$ cat config.mk
export PLATFORM = sky130hd
export DESIGN_NAME = tty_mmio_port_flat
export DESIGN_NICKNAME = d
export VERILOG_FILES = /design/src/rtl/tty_mmio_pkg.sv /design/src/rtl/tty_mmio_if.sv /design/src/rtl/tty_mmio_sync2.sv /design/src/rtl/tty_mmio_port.sv /design/src/flat_wrapper.sv
export SDC_FILE = /design/constraint.sdc
export NUM_CORES = 1
export LEC_CHECK = 0
export ABC_CLOCK_PERIOD_IN_PS = 3900
export BUFFER_PORTS_ARGS = -buffer_cell sky130_fd_sc_hd__buf_2
export CAP_MARGIN = 25
export CORE_ASPECT_RATIO = 2
export CORE_MARGIN = 3
export CORE_UTILIZATION = 49
export CTS_CLUSTER_SIZE = 10
export DETAILED_ROUTE_END_ITERATION = 8
export PLACE_DENSITY = 0.9
export SETUP_SLACK_MARGIN = 0.1
export SYNTH_ARGS = -nofsm -noshare
export SYNTH_HDL_FRONTEND = slang
export SYNTH_SLANG_ARGS = --single-unit
export TNS_END_PERCENT = 5
$ cat constraint.sdc
create_clock -name clk -period 3.9 [get_ports clk]
set_input_delay 0.195 -clock clk [delete_from_list [all_inputs] [get_ports clk]]
set_output_delay 0.195 -clock clk [all_outputs]
set_load 0.01 [all_outputs]
$ cat src/rtl/tty_mmio_pkg.sv
`default_nettype none
// +----------------------------------------------------------------------+
// | Package   : tty_mmio_pkg                                              |
// | Purpose   : Shared register map, bit indices and FSM state types for  |
// |             the memory-mapped TTY port controller.                    |
// | Revision  : 1.0  initial release                                      |
// +----------------------------------------------------------------------+
package tty_mmio_pkg;

  // Word offsets of the CPU-visible registers
  localparam logic [1:0] ADDR_STATUS  = 2'd0;
  localparam logic [1:0] ADDR_RXDATA  = 2'd1;
  localparam logic [1:0] ADDR_TXDATA  = 2'd2;
  localparam logic [1:0] ADDR_CONTROL = 2'd3;

  // STATUS bit positions
  localparam int STAT_RX_VALID = 0;
  localparam int STAT_TX_BUSY  = 1;
  localparam int STAT_OVERRUN  = 2;

  // CONTROL bit positions (bits 2:1 = {ie_tx, ie_rx})
  localparam int CTRL_RX_EN = 0;
  localparam int CTRL_IE_RX = 1;
  localparam int CTRL_IE_TX = 2;

  typedef enum logic [1:0] {
    RX_IDLE   = 2'd0,
    RX_WAIT   = 2'd1,
    RX_SETTLE = 2'd2,
    RX_DRAIN  = 2'd3
  } rx_state_t;

  typedef enum logic [1:0] {
    TX_IDLE     = 2'd0,
    TX_SETUP    = 2'd1,
    TX_STROBE   = 2'd2,
    TX_WAIT_DTR = 2'd3
  } tx_state_t;

  // Width of a counter that has to reach n-1
  function automatic int cnt_width(input int n);
    return (n < 2) ? 1 : $clog2(n);
  endfunction

endpackage
`default_nettype wire

$ cat src/rtl/tty_mmio_if.sv
`default_nettype none
// +----------------------------------------------------------------------+
// | Interface : tty_mmio_if                                               |
// | Purpose   : Chip-select decoded CPU data-bus slice seen by the TTY    |
// |             port: select, direction, word offset, data and irq.       |
// | Revision  : 1.0  initial release                                      |
// +----------------------------------------------------------------------+
interface tty_mmio_if;
  logic        cs;
  logic        we;
  logic [1:0]  addr;
  logic [31:0] wdata;
  logic [31:0] rdata;
  logic        irq;

  modport master (output cs, output we, output addr, output wdata,
                  input rdata, input irq);
  modport slave  (input cs, input we, input addr, input wdata,
                  output rdata, output irq);
endinterface
`default_nettype wire

$ cat src/rtl/tty_mmio_sync2.sv
`default_nettype none
// +----------------------------------------------------------------------+
// | Module    : tty_sync2                                                 |
// | Purpose   : Two-flop synchroniser with synchronous reset for one      |
// |             asynchronous terminal handshake line.                     |
// | Revision  : 1.0  initial release                                      |
// +----------------------------------------------------------------------+
module tty_sync2 (
  input  logic clk,
  input  logic reset,
  input  logic d,
  output logic q
);
  logic meta_q;
  logic sync_q;

  // Two-stage capture of the asynchronous input
  always_ff @(posedge clk) begin
    if (reset) begin
      meta_q <= 1'b0;
      sync_q <= 1'b0;
    end else begin
      meta_q <= d;
      sync_q <= meta_q;
    end
  end

  assign q = sync_q;
endmodule
`default_nettype wire

$ cat src/rtl/tty_mmio_port.sv
`default_nettype none
// +----------------------------------------------------------------------+
// | Module    : tty_mmio_port                                             |
// | Purpose   : Memory-mapped TTY port: RX handshake (CTS/RTS/TD) and TX  |
// |             handshake (RD/DSR/DTR) behind STATUS/RXDATA/TXDATA/CONTROL|
// | Macro     : TTY_IRQ_EN enables irq, the ie_* CONTROL bits and the     |
// |             STATUS overrun flag.                                      |
// | Revision  : 1.0  initial release                                      |
// +----------------------------------------------------------------------+
module tty_mmio_port
  import tty_mmio_pkg::*;
#(
  parameter int SETTLE_CYC = 10,  // TD capture delay after sync RTS rise; 10 is the safe minimum
  parameter int SETUP_CYC  = 2,
  parameter int STROBE_CYC = 2
) (
  input  logic       clk,
  input  logic       reset,
  tty_mmio_if.slave  bus,
  input  logic [7:0] tty_td,
  input  logic       tty_rts,
  output logic       tty_cts,
  output logic [7:0] tty_rd,
  output logic       tty_dsr,
  input  logic       tty_dtr
);

  localparam int RX_CW = cnt_width(SETTLE_CYC);
  localparam int TX_CW = cnt_width((SETUP_CYC > STROBE_CYC) ? SETUP_CYC : STROBE_CYC);

  logic             rts_s, dtr_s, rts_prev_q, rts_rise;
  rx_state_t        rx_state_q, rx_state_d;
  logic [RX_CW-1:0] rx_cnt_q, rx_cnt_d;
  logic [7:0]       rx_data_q, rx_data_d;
  logic             rx_valid_q, rx_valid_d;
  tx_state_t        tx_state_q, tx_state_d;
  logic [TX_CW-1:0] tx_cnt_q, tx_cnt_d;
  logic [7:0]       rd_q, rd_d;
  logic [2:0]       ctl_q, ctl_d;
  logic             overrun_q, overrun_d;
  logic             irq_q, irq_d;
  logic             rd_status, rd_rxdata, wr_txdata, wr_control;
  logic             tx_busy, rx_en;
  logic [31:0]      rdata_w;
  logic             unused_wdata;

  tty_sync2 u_sync_rts (.clk(clk), .reset(reset), .d(tty_rts), .q(rts_s));
  tty_sync2 u_sync_dtr (.clk(clk), .reset(reset), .d(tty_dtr), .q(dtr_s));

  assign rd_status    = bus.cs & ~bus.we & (bus.addr == ADDR_STATUS);
  assign rd_rxdata    = bus.cs & ~bus.we & (bus.addr == ADDR_RXDATA);
  assign wr_txdata    = bus.cs &  bus.we & (bus.addr == ADDR_TXDATA);
  assign wr_control   = bus.cs &  bus.we & (bus.addr == ADDR_CONTROL);
  assign rts_rise     = rts_s & ~rts_prev_q;
  assign tx_busy      = (tx_state_q != TX_IDLE);
  assign rx_en        = ctl_q[CTRL_RX_EN];
  assign unused_wdata = ^bus.wdata[31:1];

  // RX handshake: arm CTS, wait for RTS, let TD settle, capture, wait for RTS release
  always_comb begin
    rx_state_d = rx_state_q;
    rx_cnt_d   = rx_cnt_q;
    rx_data_d  = rx_data_q;
    rx_valid_d = rx_valid_q;
    if (rd_rxdata) rx_valid_d = 1'b0;
    case (rx_state_q)
      RX_IDLE: begin
        if (rx_en && !rx_valid_q) rx_state_d = RX_WAIT;
      end
      RX_WAIT: begin
        if (!rx_en) begin
          rx_state_d = RX_IDLE;
        end else if (rts_rise) begin
          // The cycle in which the synchronised rise is seen counts as the first settle cycle
          rx_state_d = RX_SETTLE;
          rx_cnt_d   = RX_CW'(1);
        end
      end
      RX_SETTLE: begin
        if (rx_cnt_q == RX_CW'(SETTLE_CYC - 1)) begin
          rx_data_d  = tty_td;
          rx_valid_d = 1'b1;  // overrides a coincident RXDATA read
          rx_state_d = RX_DRAIN;
        end else begin
          rx_cnt_d = rx_cnt_q + RX_CW'(1);
        end
      end
      RX_DRAIN: begin
        if (!rts_s) rx_state_d = RX_IDLE;
      end
      default: rx_state_d = RX_IDLE;
    endcase
  end

  // TX handshake: present RD, hold for setup, strobe DSR, wait for terminal DTR
  always_comb begin
    tx_state_d = tx_state_q;
    tx_cnt_d   = tx_cnt_q;
    rd_d       = rd_q;
    case (tx_state_q)
      TX_IDLE: begin
        if (wr_txdata) begin
          rd_d       = bus.wdata[7:0];
          tx_cnt_d   = '0;
          tx_state_d = TX_SETUP;
        end
      end
      TX_SETUP: begin
        if (tx_cnt_q == TX_CW'(SETUP_CYC - 1)) begin
          tx_cnt_d   = '0;
          tx_state_d = TX_STROBE;
        end else begin
          tx_cnt_d = tx_cnt_q + TX_CW'(1);
        end
      end
      TX_STROBE: begin
        if (tx_cnt_q == TX_CW'(STROBE_CYC - 1)) begin
          tx_state_d = TX_WAIT_DTR;
        end else begin
          tx_cnt_d = tx_cnt_q + TX_CW'(1);
        end
      end
      TX_WAIT_DTR: begin
        if (dtr_s) tx_state_d = TX_IDLE;
      end
      default: tx_state_d = TX_IDLE;
    endcase
  end

  // CONTROL register; interrupt enables only exist in the irq build
  always_comb begin
    ctl_d = ctl_q;
    if (wr_control) begin
      ctl_d[CTRL_RX_EN] = bus.wdata[CTRL_RX_EN];
`ifdef TTY_IRQ_EN
      ctl_d[CTRL_IE_RX] = bus.wdata[CTRL_IE_RX];
      ctl_d[CTRL_IE_TX] = bus.wdata[CTRL_IE_TX];
`endif
    end
  end

  // Overrun flag and registered interrupt; both stay zero without TTY_IRQ_EN
  always_comb begin
    overrun_d = 1'b0;
    irq_d     = 1'b0;
`ifdef TTY_IRQ_EN
    overrun_d = overrun_q;
    if (rd_status) overrun_d = 1'b0;
    if ((rx_state_q == RX_IDLE) && rts_rise && rx_valid_q) overrun_d = 1'b1;
    irq_d = (rx_valid_q & ctl_q[CTRL_IE_RX]) | (~tx_busy & ctl_q[CTRL_IE_TX]);
`endif
  end

  // Read mux, purely a function of the word offset
  always_comb begin
    rdata_w = '0;
    case (bus.addr)
      ADDR_STATUS:  begin
        rdata_w[STAT_RX_VALID] = rx_valid_q;
        rdata_w[STAT_TX_BUSY]  = tx_busy;
        rdata_w[STAT_OVERRUN]  = overrun_q;
      end
      ADDR_RXDATA:  rdata_w[7:0] = rx_data_q;
      ADDR_TXDATA:  rdata_w[7:0] = rd_q;
      ADDR_CONTROL: rdata_w[2:0] = ctl_q;
      default:      rdata_w = '0;
    endcase
  end

  // State registers; reset aborts any transfer in flight
  always_ff @(posedge clk) begin
    if (reset) begin
      rts_prev_q <= 1'b0;
      rx_state_q <= RX_IDLE;
      rx_cnt_q   <= '0;
      rx_data_q  <= 8'h00;
      rx_valid_q <= 1'b0;
      tx_state_q <= TX_IDLE;
      tx_cnt_q   <= '0;
      rd_q       <= 8'h00;
      ctl_q      <= 3'b000;
      overrun_q  <= 1'b0;
      irq_q      <= 1'b0;
    end else begin
      rts_prev_q <= rts_s;
      rx_state_q <= rx_state_d;
      rx_cnt_q   <= rx_cnt_d;
      rx_data_q  <= rx_data_d;
      rx_valid_q <= rx_valid_d;
      tx_state_q <= tx_state_d;
      tx_cnt_q   <= tx_cnt_d;
      rd_q       <= rd_d;
      ctl_q      <= ctl_d;
      overrun_q  <= overrun_d;
      irq_q      <= irq_d;
    end
  end

  // CTS stays up through settling and drops together with the capture
  assign tty_cts   = (rx_state_q == RX_WAIT) || (rx_state_q == RX_SETTLE);
  assign tty_dsr   = (tx_state_q == TX_STROBE);
  assign tty_rd    = rd_q;
  assign bus.rdata = rdata_w;
  assign bus.irq   = irq_q;

endmodule
`default_nettype wire

$ cat src/flat_wrapper.sv
// flat-port wrapper written by rule: the top's interface ports become plain ports
module tty_mmio_port_flat import tty_mmio_pkg::*;
#(
  parameter int SETTLE_CYC = 10,                                                                 
  parameter int SETUP_CYC  = 2,
  parameter int STROBE_CYC = 2
)
  (clk, reset, tty_td, tty_rts, tty_cts, tty_rd, tty_dsr, tty_dtr, bus_cs, bus_we, bus_addr, bus_wdata, bus_rdata, bus_irq);
  tty_mmio_if bus_i ();
  input  logic clk;
  input  logic reset;
  input  logic [7:0] tty_td;
  input  logic tty_rts;
  output logic tty_cts;
  output logic [7:0] tty_rd;
  output logic tty_dsr;
  input  logic tty_dtr;
  input wire logic [$bits(bus_i.cs)-1:0] bus_cs;
  input wire logic [$bits(bus_i.we)-1:0] bus_we;
  input wire logic [$bits(bus_i.addr)-1:0] bus_addr;
  input wire logic [$bits(bus_i.wdata)-1:0] bus_wdata;
  output wire logic [$bits(bus_i.rdata)-1:0] bus_rdata;
  output wire logic [$bits(bus_i.irq)-1:0] bus_irq;
  assign bus_i.cs = bus_cs;
  assign bus_i.we = bus_we;
  assign bus_i.addr = bus_addr;
  assign bus_i.wdata = bus_wdata;
  assign bus_rdata = bus_i.rdata;
  assign bus_irq = bus_i.irq;
  tty_mmio_port #(.SETTLE_CYC(SETTLE_CYC), .SETUP_CYC(SETUP_CYC), .STROBE_CYC(STROBE_CYC)) u_core (.clk(clk), .reset(reset), .bus(bus_i), .tty_td(tty_td), .tty_rts(tty_rts), .tty_cts(tty_cts), .tty_rd(tty_rd), .tty_dsr(tty_dsr), .tty_dtr(tty_dtr));
endmodule
# Word-level counts from Yosys, hierarchy flattened
# Cells that the tools add are included.
dict set report word_totals {
  reg_bits 32
  latchBits 0
  ramBits 0
  romBits 0
  elab_cells 83
  mem_count 0
}
dict set report classes {
  n_addsub 2
  n_mul 0
  n_div 0
  magnitude_cmp 0
  n_eq_ne 21
  n_shift 0
  n_mux 24
  bitwise 8
  reduce_logical 15
}
# cell n
set ops {}
lappend ops {{$mux W2} 9}
lappend ops {{$pmux W2 S4} 2}
lappend ops {{$ne A2 B1 Y1 const B} 7}
lappend ops {{$eq A2 B2 Y1 const B} 6}
lappend ops {{$mux W4} 3}
lappend ops {{$pmux W3 S4} 1}
lappend ops {{$reduce_and A4 Y1} 3}
lappend ops {{$pmux W5 S2} 1}
lappend ops {{$pmux W4 S2} 1}
lappend ops {{$and A1 B1 Y1} 6}
lappend ops {{$eq A2 B1 Y1 const B} 3}
lappend ops {{$logic_not A2 Y1} 3}
lappend ops {{$mux W1} 6}
lappend ops {{$ne A2 B2 Y1 const B} 3}
lappend ops {{$reduce_and A2 Y1} 3}
lappend ops {{$add A4 B1 Y4 const B} 1}
lappend ops {{$eq A4 B4 Y1 const B} 1}
lappend ops {{$reduce_bool A2 Y1} 2}
lappend ops {{$ne A3 B2 Y1 const B} 1}
lappend ops {{$pmux W1 S3} 1}
lappend ops {{$reduce_bool A3 Y1} 1}
lappend ops {{$not A1 Y1} 2}
lappend ops {{$add A1 B1 Y1 const B} 1}
lappend ops {{$logic_and A1 B1 Y1} 1}
lappend ops {{2 further kinds} 2}

# Longest topological paths before layout
# Gate-level depths: netlist (run 1).
dict set report logic_depth {
  depth_word 6
  ltp_mapped 7
}

# Modules after synthesis
# Synthesis (run 1) repeated with hierarchy kept, for this count alone.
dict set report unflattened {
  hier_cells 218
  area_unflattened_um2 1854.3
}
# module n_inst cells_each area_each_um2
set by_module_without_submodules {}
lappend by_module_without_submodules {tty_mmio_port 1 210 1749.2}
lappend by_module_without_submodules {tty_sync2 2 4 52.6}

# Least setup slack after synthesis (run 1)
# OpenSTA, ideal clock, no wires.
dict set report synth_timing {
  path_type {reg-to-reg}
  startpoint {reg with a tool-made name}
  endpoint {reg with a tool-made name}
  setup_ns 0.116
  t_arrival_ns 1.499
  slack_ns 2.284
  path_stages_with_launch 7
  n_path_buf 0
  synth_period_minus_slack_ns 1.616
  cell_sequence {dfxtp_1 inv_1 ha_1 and2_1 a222oi_1 a311oi_1 a41o_1}
}

# Worst setup path in the final report (run 1)
dict set report layout_timing {
  startpoint {reg u_core.rx_state_q[0]}
  endpoint {reg u_core.rx_cnt_q[1]}
}
dict set report layout_between {
  elab_chain_cells 3
  elab_cells_between_ends 8
}
# element line_no
set layout_lines {}
lappend layout_lines {{start, declared} tty_mmio_port.sv:32} ;# rx_state_t rx_state_q, rx_state_d;
lappend layout_lines {{start signal, assigned} tty_mmio_port.sv:186} ;# rx_state_q <= rx_state_d;
lappend layout_lines {{$eq A2 B1 Y1 or $eq A2 B2 Y1 (tied branches)} tty_mmio_port.sv:66} ;# case (rx_state_q)
lappend layout_lines {{$ne A2 B1 Y1 (no line) (tied with other cells)} n/a}
lappend layout_lines {{$reduce_and A4 Y1 (no line)} n/a}
lappend layout_lines {{end signal, assigned} tty_mmio_port.sv:187} ;# rx_cnt_q <= rx_cnt_d;
lappend layout_lines {{end, declared} tty_mmio_port.sv:33} ;# logic [RX_CW-1:0] rx_cnt_q, rx_cnt_d;
# Parallel ways exist; a longest one is shown, timed or not.
# A chain may end at the register's enable or synchronous reset.

==> results.toml, run 1 <==
[power_and_ir_drop]
power_mw = 0.783
total_leakage_power_nw = 0.903
power_density_nw_per_um2 = 385
worst_ir_drop_on_vdd_mv = 0.277

[die]
floorplan.io_pins = 91
rows = 30
starting_density_of_the_core_pct = 52.0
die_height_um = 91.6
placeableCoreArea_um2 = 3450
die_width_um = 48.8
die-area_um2 = 4470

[yosys]
top_cell_types_by_occurrence_after_synthesis = "sky130_fd_sc_hd__nand2_1 (35), sky130_fd_sc_hd__dfxtp_1 (32), sky130_fd_sc_hd__buf_4 (25)"
synth_cell_types = 36
syn-instance-count = 215
post_synth_main_area_contributors = "sky130_fd_sc_hd__dfxtp_1 (36%), sky130_fd_sc_hd__ha_1 (11%), sky130_fd_sc_hd__buf_4 (10%)"
synth-seq-area-share_pct = 35.7
netlist_area_before_placement_um2 = 1790
post_synth_edffs = 0
synthArstFlopShare_pct = 0
post-synth-top-area-cell = "sky130_fd_sc_hd__dfxtp_1"
synth_largest_type_area_fraction_pct = 35.7
ys_warn_count = 0
synth.avg_cell_area_um2 = 8.35
ys_seq_elements = 32
synth_most_common_cell = "sky130_fd_sc_hd__nand2_1"
primary_flip_flop_cell_chosen_by_synthesis_mapping = "sky130_fd_sc_hd__dfxtp_1"

[routing]
detail_route.iter0.violations = 56
routedWlPerCell_um = 12.8
drc_errors = 0
wl_mm = 3.89
detail_route.vias_per_cell = 5.03
drtAntennaViolNets = 0
firstDrtPassIters = 4
route.vias.total = 1523

[layout]
final_nets = 318
post-route-cell-area_um2 = 2040
final_layout_size_suffix_gt1_share_pct = 20.4
multi_input_comb_area_um2 = 985
layout.filler_cells = 309
synthToLayoutAreaGrowth_pct = 13.5
instances_no_fill = 303
final-seq-area_um2 = 641
antennaDiodeCount = 0

[sta]
worst_slack_ns = 1.74
post_layout_min_period_ns = 2.16
unrepaired_setup_endpoints_after_global_routing = "no"
timing.slew.headroom_pct = 31.3
timing.final.max_slew_violations = 0
finalSetupTns_ns = 0
clock-skew-final_ns = 0.00399
finalHoldViolations = 0
worst_pin_slew_ns = 1.03
finalCritPeriodShare_pct = 55.4
maxClockFrequency_mhz = 463
setup_viol = 0

[clock_tree]
postCtsSetupRepairBufs = 0
clk_pin_slew_ns = 0.07
worstSkewPairLatency_ns = 0.28
cts_buffer_count = 5
cts-root-buf = "sky130_fd_sc_hd__clkbuf_8"
clock_path_buffers = 2
tritoncts = "done"
cts-resized-gates = 0
numClockSinks = 32
cts.hold.buffers_added = 0
clock_tree.htree_level_count = 2

[worst_setup_path]
r2r_start = "u_core.rx_state_q[0]"
path_max_fanout = 11
path_class = "reg -> reg"
timing.critical_path.to = "u_core.rx_cnt_q[1]"
critical_path_launch_point_type = "flop"
regToRegSetupSlack_ns = 1.74
worst_r2r_path_depth = 5
worst_r2r_endpoint = "u_core.rx_cnt_q[1]"
worst_setup_path_end_kind = "flop"
worst-endpoint-required_ns = 4.11
critical_path.startpoint = "u_core.rx_state_q[0]"
critPathArrivalTime_ns = 2.37

[run]
maxCapViolCount = 0

[place]
preCtsSetupSlack_ns = 1.72
placed_area_um2 = 1930
placement.io_buffers = 41
gp_congestion = 0.853
dp_cells = 295
post-dp-hpwl_mm = 2.96

[global_route]
grt_max_degree = 34
residual_overflow_from_global_routing = 0
wire_length_of_the_first_global_routing_pass_mm = 6.29
number_of_global_route_vias_before_repair = 1452
antenna_found_initial = 0
grt.total_usage_pct = 18.3

[min_path]
hold_path_startpoint = "tty_dtr"
hp-class = "in -> reg"

[status]
run_status = "finished clean"
[state kept, by name, indices dropped and copies added, names as in the netlist, 2 cells and up, named ones only]
register           count
u_core.rx_cnt_q        4
u_core.rx_data_q       8
u_core.tty_rd          8
u_core.tx_state_q      2
[placed cells by master (no fill, tap or decap), types with 2 or more instances in the layout]
cell and instances:
sky130_fd_sc_hd__nor2_1 8, sky130_fd_sc_hd__dfxtp_1 32, sky130_fd_sc_hd__a211oi_1 2, sky130_fd_sc_hd__nand3_1 4, sky130_fd_sc_hd__nand2_1 35, sky130_fd_sc_hd__mux2i_1 4
sky130_fd_sc_hd__a21oi_1 23, sky130_fd_sc_hd__conb_1 25, sky130_fd_sc_hd__a222oi_1 2, sky130_fd_sc_hd__nor2b_1 13, sky130_fd_sc_hd__clkbuf_8 5, sky130_fd_sc_hd__or3_1 2
sky130_fd_sc_hd__o21ai_0 5, sky130_fd_sc_hd__inv_1 10, sky130_fd_sc_hd__buf_2 41, sky130_fd_sc_hd__a22oi_1 6, sky130_fd_sc_hd__ha_1 16, sky130_fd_sc_hd__nand2b_1 3
[how the worst min path moves through the flow]
stage | to | cells after the start
after floorplan | u_core.u_sync_dtr.meta_q | 1
after global placement | u_core.u_sync_rts.meta_q | 2
after detailed placement | u_core.u_sync_dtr.meta_q | 2
after CTS | u_core.u_sync_dtr.meta_q | 2
after global routing | u_core.tty_rd[2] | 3
final | u_core.u_sync_dtr.meta_q | 2
[metal layers]
layer	GRT usage [%]	wire length, um	vias to the layer above
met5	0	0	-
met4	12.1	125	0
met3	4.27	245	11
met2	34.5	2190	58
met1	16.4	1330	702
li1	-	-	752
[report_power, final]
group          switching (mW)  internal, mW  total, mW
Combinational          0.0713        0.0497      0.121
Clock                   0.123         0.189      0.312
Sequential             0.0118         0.338      0.350
[stage by stage]
stage | hold slack [ns] | util (%)
after floorplan | 0.323 | -
after global placement | 0.402 | 55.8
after detailed placement | 0.416 | 55.8
after CTS | 0.119 | 58.9
after global routing | 0.153 | 58.9
final | 0.126 | 58.9
[worst max-delay path, stage by stage (launching register included)]
cell	delay, ns
sky130_fd_sc_hd__dfxtp_1	0.36
sky130_fd_sc_hd__inv_1	0.12
sky130_fd_sc_hd__ha_1	0.35
sky130_fd_sc_hd__nor3b_1	0.87
sky130_fd_sc_hd__o21ai_0	0.23
sky130_fd_sc_hd__a21oi_1	0.16
[cells by family after synthesis]
kind of cell,Yosys count,share of synthesized area [%]
compound gates,47,16.9
fa+ha+maj,16,11.2
buf+inv,43,14.4
flops,32,35.7
mux,4,2.23
other cells,1,0.209
simple gates,72,19.4
[final cells by class]
class	count	area share, %
Clock buffer	6	3.56
Clock inverter	2	1.72
Inverter	10	1.84
Multi-Input combinational cell	164	48.4
Sequential cell	32	31.5
Tap cell	48	2.95
Timing Repair Buffer	41	10.1
No activity file was read; power rests on OpenSTA's default activity.
==> run 2: changes to the inputs <==
--- a/config.mk
+++ b/config.mk
@@ -5,15 +5,15 @@
 export SDC_FILE = /design/constraint.sdc
 export NUM_CORES = 1
 export LEC_CHECK = 0
-export ABC_CLOCK_PERIOD_IN_PS = 3900
+export ABC_CLOCK_PERIOD_IN_PS = 2200
 export BUFFER_PORTS_ARGS = -buffer_cell sky130_fd_sc_hd__buf_2
 export CAP_MARGIN = 25
 export CORE_ASPECT_RATIO = 2
 export CORE_MARGIN = 3
-export CORE_UTILIZATION = 49
+export CORE_UTILIZATION = 45
 export CTS_CLUSTER_SIZE = 10
 export DETAILED_ROUTE_END_ITERATION = 8
-export PLACE_DENSITY = 0.9
+export PLACE_DENSITY = 0.84
 export SETUP_SLACK_MARGIN = 0.1
 export SYNTH_ARGS = -nofsm -noshare
 export SYNTH_HDL_FRONTEND = slang
==> constraint.sdc (replaced) <==
create_clock -name clk -period 2.2 [get_ports clk]
set_input_delay 0.11 -clock clk [delete_from_list [all_inputs] [get_ports clk]]
set_output_delay 0.11 -clock clk [all_outputs]
set_load 0.01 [all_outputs]
==> results.toml, run 2 (synthesis results as in run 1) <==
[sta]
unrepaired_setup_endpoints_after_global_routing = "no"
clock-skew-final_ns = 0.00551
finalCritPeriodShare_pct = 81.9
maxClockFrequency_mhz = 555
timing.hold.ws_ns = 0.0359
setup_viol = 0
finalSetupTns_ns = 0
post_layout_min_period_ns = 1.80
finalHoldViolations = 0
timing.slew.headroom_pct = 61.0
timing.final.max_slew_violations = 0
worst_pin_slew_ns = 0.584

[power_and_ir_drop]
total_leakage_power_nw = 0.897
power_density_nw_per_um2 = 638
worst_ir_drop_on_vdd_mv = 0.545
power_mw = 1.30

[clock_tree]
cts_buffer_count = 5
numClockSinks = 32
postCtsSetupRepairBufs = 0
cts-root-buf = "sky130_fd_sc_hd__clkbuf_8"
clock_path_buffers = 2
clock_tree.htree_level_count = 2
clk_pin_slew_ns = 0.07
cts.hold.buffers_added = 0
cts-resized-gates = 0
tritoncts = "done"
worstSkewPairLatency_ns = 0.28

[run]
maxCapViolCount = 0

[routing]
firstDrtPassIters = 4
drtAntennaViolNets = 0
route.vias.total = 1500
drc_errors = 0
detail_route.vias_per_cell = 4.92
wl_mm = 3.53
detail_route.iter0.violations = 36
routedWlPerCell_um = 11.6

[place]
gp_congestion = 0.781
placement.io_buffers = 41
dp_cells = 297
post-dp-hpwl_mm = 2.75

[die]
die-area_um2 = 4830
die_width_um = 50.7
die_height_um = 95.3
starting_density_of_the_core_pct = 48.2
floorplan.io_pins = 91
rows = 31
placeableCoreArea_um2 = 3720

[layout]
synthToLayoutAreaGrowth_pct = 13.4
final_nets = 319
most-common-layout-cells = "sky130_fd_sc_hd__buf_2 (41), sky130_fd_sc_hd__nand2_1 (35), sky130_fd_sc_hd__dfxtp_1 (32), sky130_fd_sc_hd__conb_1 (25), sky130_fd_sc_hd__a21oi_1 (23)"
antennaDiodeCount = 0
layout.filler_cells = 364
instances_no_fill = 305
final_layout_size_suffix_gt1_share_pct = 21.1
final_common_cell = "sky130_fd_sc_hd__buf_2"

[global_route]
wire_length_of_the_first_global_routing_pass_mm = 5.92
grt.total_usage_pct = 15.6
antenna_found_initial = 0
number_of_global_route_vias_before_repair = 1448
residual_overflow_from_global_routing = 0
grt_max_degree = 34

[worst_setup_path]
critical_path_launch_point_type = "flop"
regToRegSetupSlack_ns = 0.40
critPathArrivalTime_ns = 1.98
worst-endpoint-required_ns = 2.38
worst_r2r_path_depth = 6
path_max_fanout = 4
path_class = "reg -> reg"
worst_setup_path_end_kind = "flop"

[status]
run_status = "finished clean"

[min_path]
hp-class = "in -> reg"
run 2: cell types whose count changed in the layout (fill, tap and decap cells not counted):
| cell | before | now |
|---|---|---|
| sky130_fd_sc_hd__clkinv_2 | 1 | 0 |
| sky130_fd_sc_hd__clkbuf_8 | 5 | 6 |
| sky130_fd_sc_hd__buf_4 | 0 | 1 |
| sky130_fd_sc_hd__clkinvlp_4 | 0 | 2 |
| sky130_fd_sc_hd__bufinv_16 | 1 | 0 |
| sky130_fd_sc_hd__clkbuf_1 | 1 | 0 |
run 2: per-stage QoR:
step                instance area, um2  setup WS (ns)  utilization (%)
finish                            2030          0.399             54.6
global route                      2030          0.236             54.6
CTS                               2030          0.388             54.6
detailed placement                1940          0.427             52.0
global placement                  1940          0.456             52.0
floorplan                         1880          0.584                -
run 2: worst min-delay path by stage:
stage                                          end  cells after the start  slack [ns]     from
after floorplan           u_core.u_sync_dtr.meta_q                      1        0.24  tty_dtr
after global placement    u_core.u_sync_rts.meta_q                      2        0.32  tty_rts
after detailed placement  u_core.u_sync_dtr.meta_q                      2        0.33  tty_dtr
after CTS                 u_core.u_sync_dtr.meta_q                      2        0.03  tty_dtr
after global routing      u_core.u_sync_dtr.meta_q                      2        0.04  tty_dtr
final                     u_core.u_sync_dtr.meta_q                      2        0.04  tty_dtr
run 2: layout make-up:
class / count / area [um2] / share of cell area, %
inverters: 10 / 37.5 / 1.85
flip-flops and latches: 32 / 641 / 31.5
multi-input cells: 164 / 985 / 48.4
clock inverters: 2 / 15.0 / 0.738
clock buffers: 6 / 82.6 / 4.06
repair buffers: 42 / 213 / 10.5
well taps: 49 / 61.3 / 3.01
run 2: layer usage:
metal	global-route usage [%]	share of wire, %	up-vias
li1	-	-	752
met1	14.6	37	689
met2	31.0	55	53
met3	2.50	5.9	6
met4	8.09	2.0	0
met5	0	0	-
run 2: worst max-delay path, stage by stage (launching register included):
cell and delay (ns):
sky130_fd_sc_hd__dfxtp_1 0.36, sky130_fd_sc_hd__inv_1 0.10, sky130_fd_sc_hd__ha_1 0.22, sky130_fd_sc_hd__and2_1 0.16, sky130_fd_sc_hd__a222oi_1 0.46, sky130_fd_sc_hd__a311oi_1 0.18, sky130_fd_sc_hd__a41o_1 0.22
run 2: power breakdown:
group / total (mW) / internal (mW) / leakage [nW] / switching (mW)
registers: 0.620 / 0.600 / 0.259 / 0.0205
clock network: 0.464 / 0.253 / 0.0434 / 0.211
logic: 0.214 / 0.0883 / 0.594 / 0.125
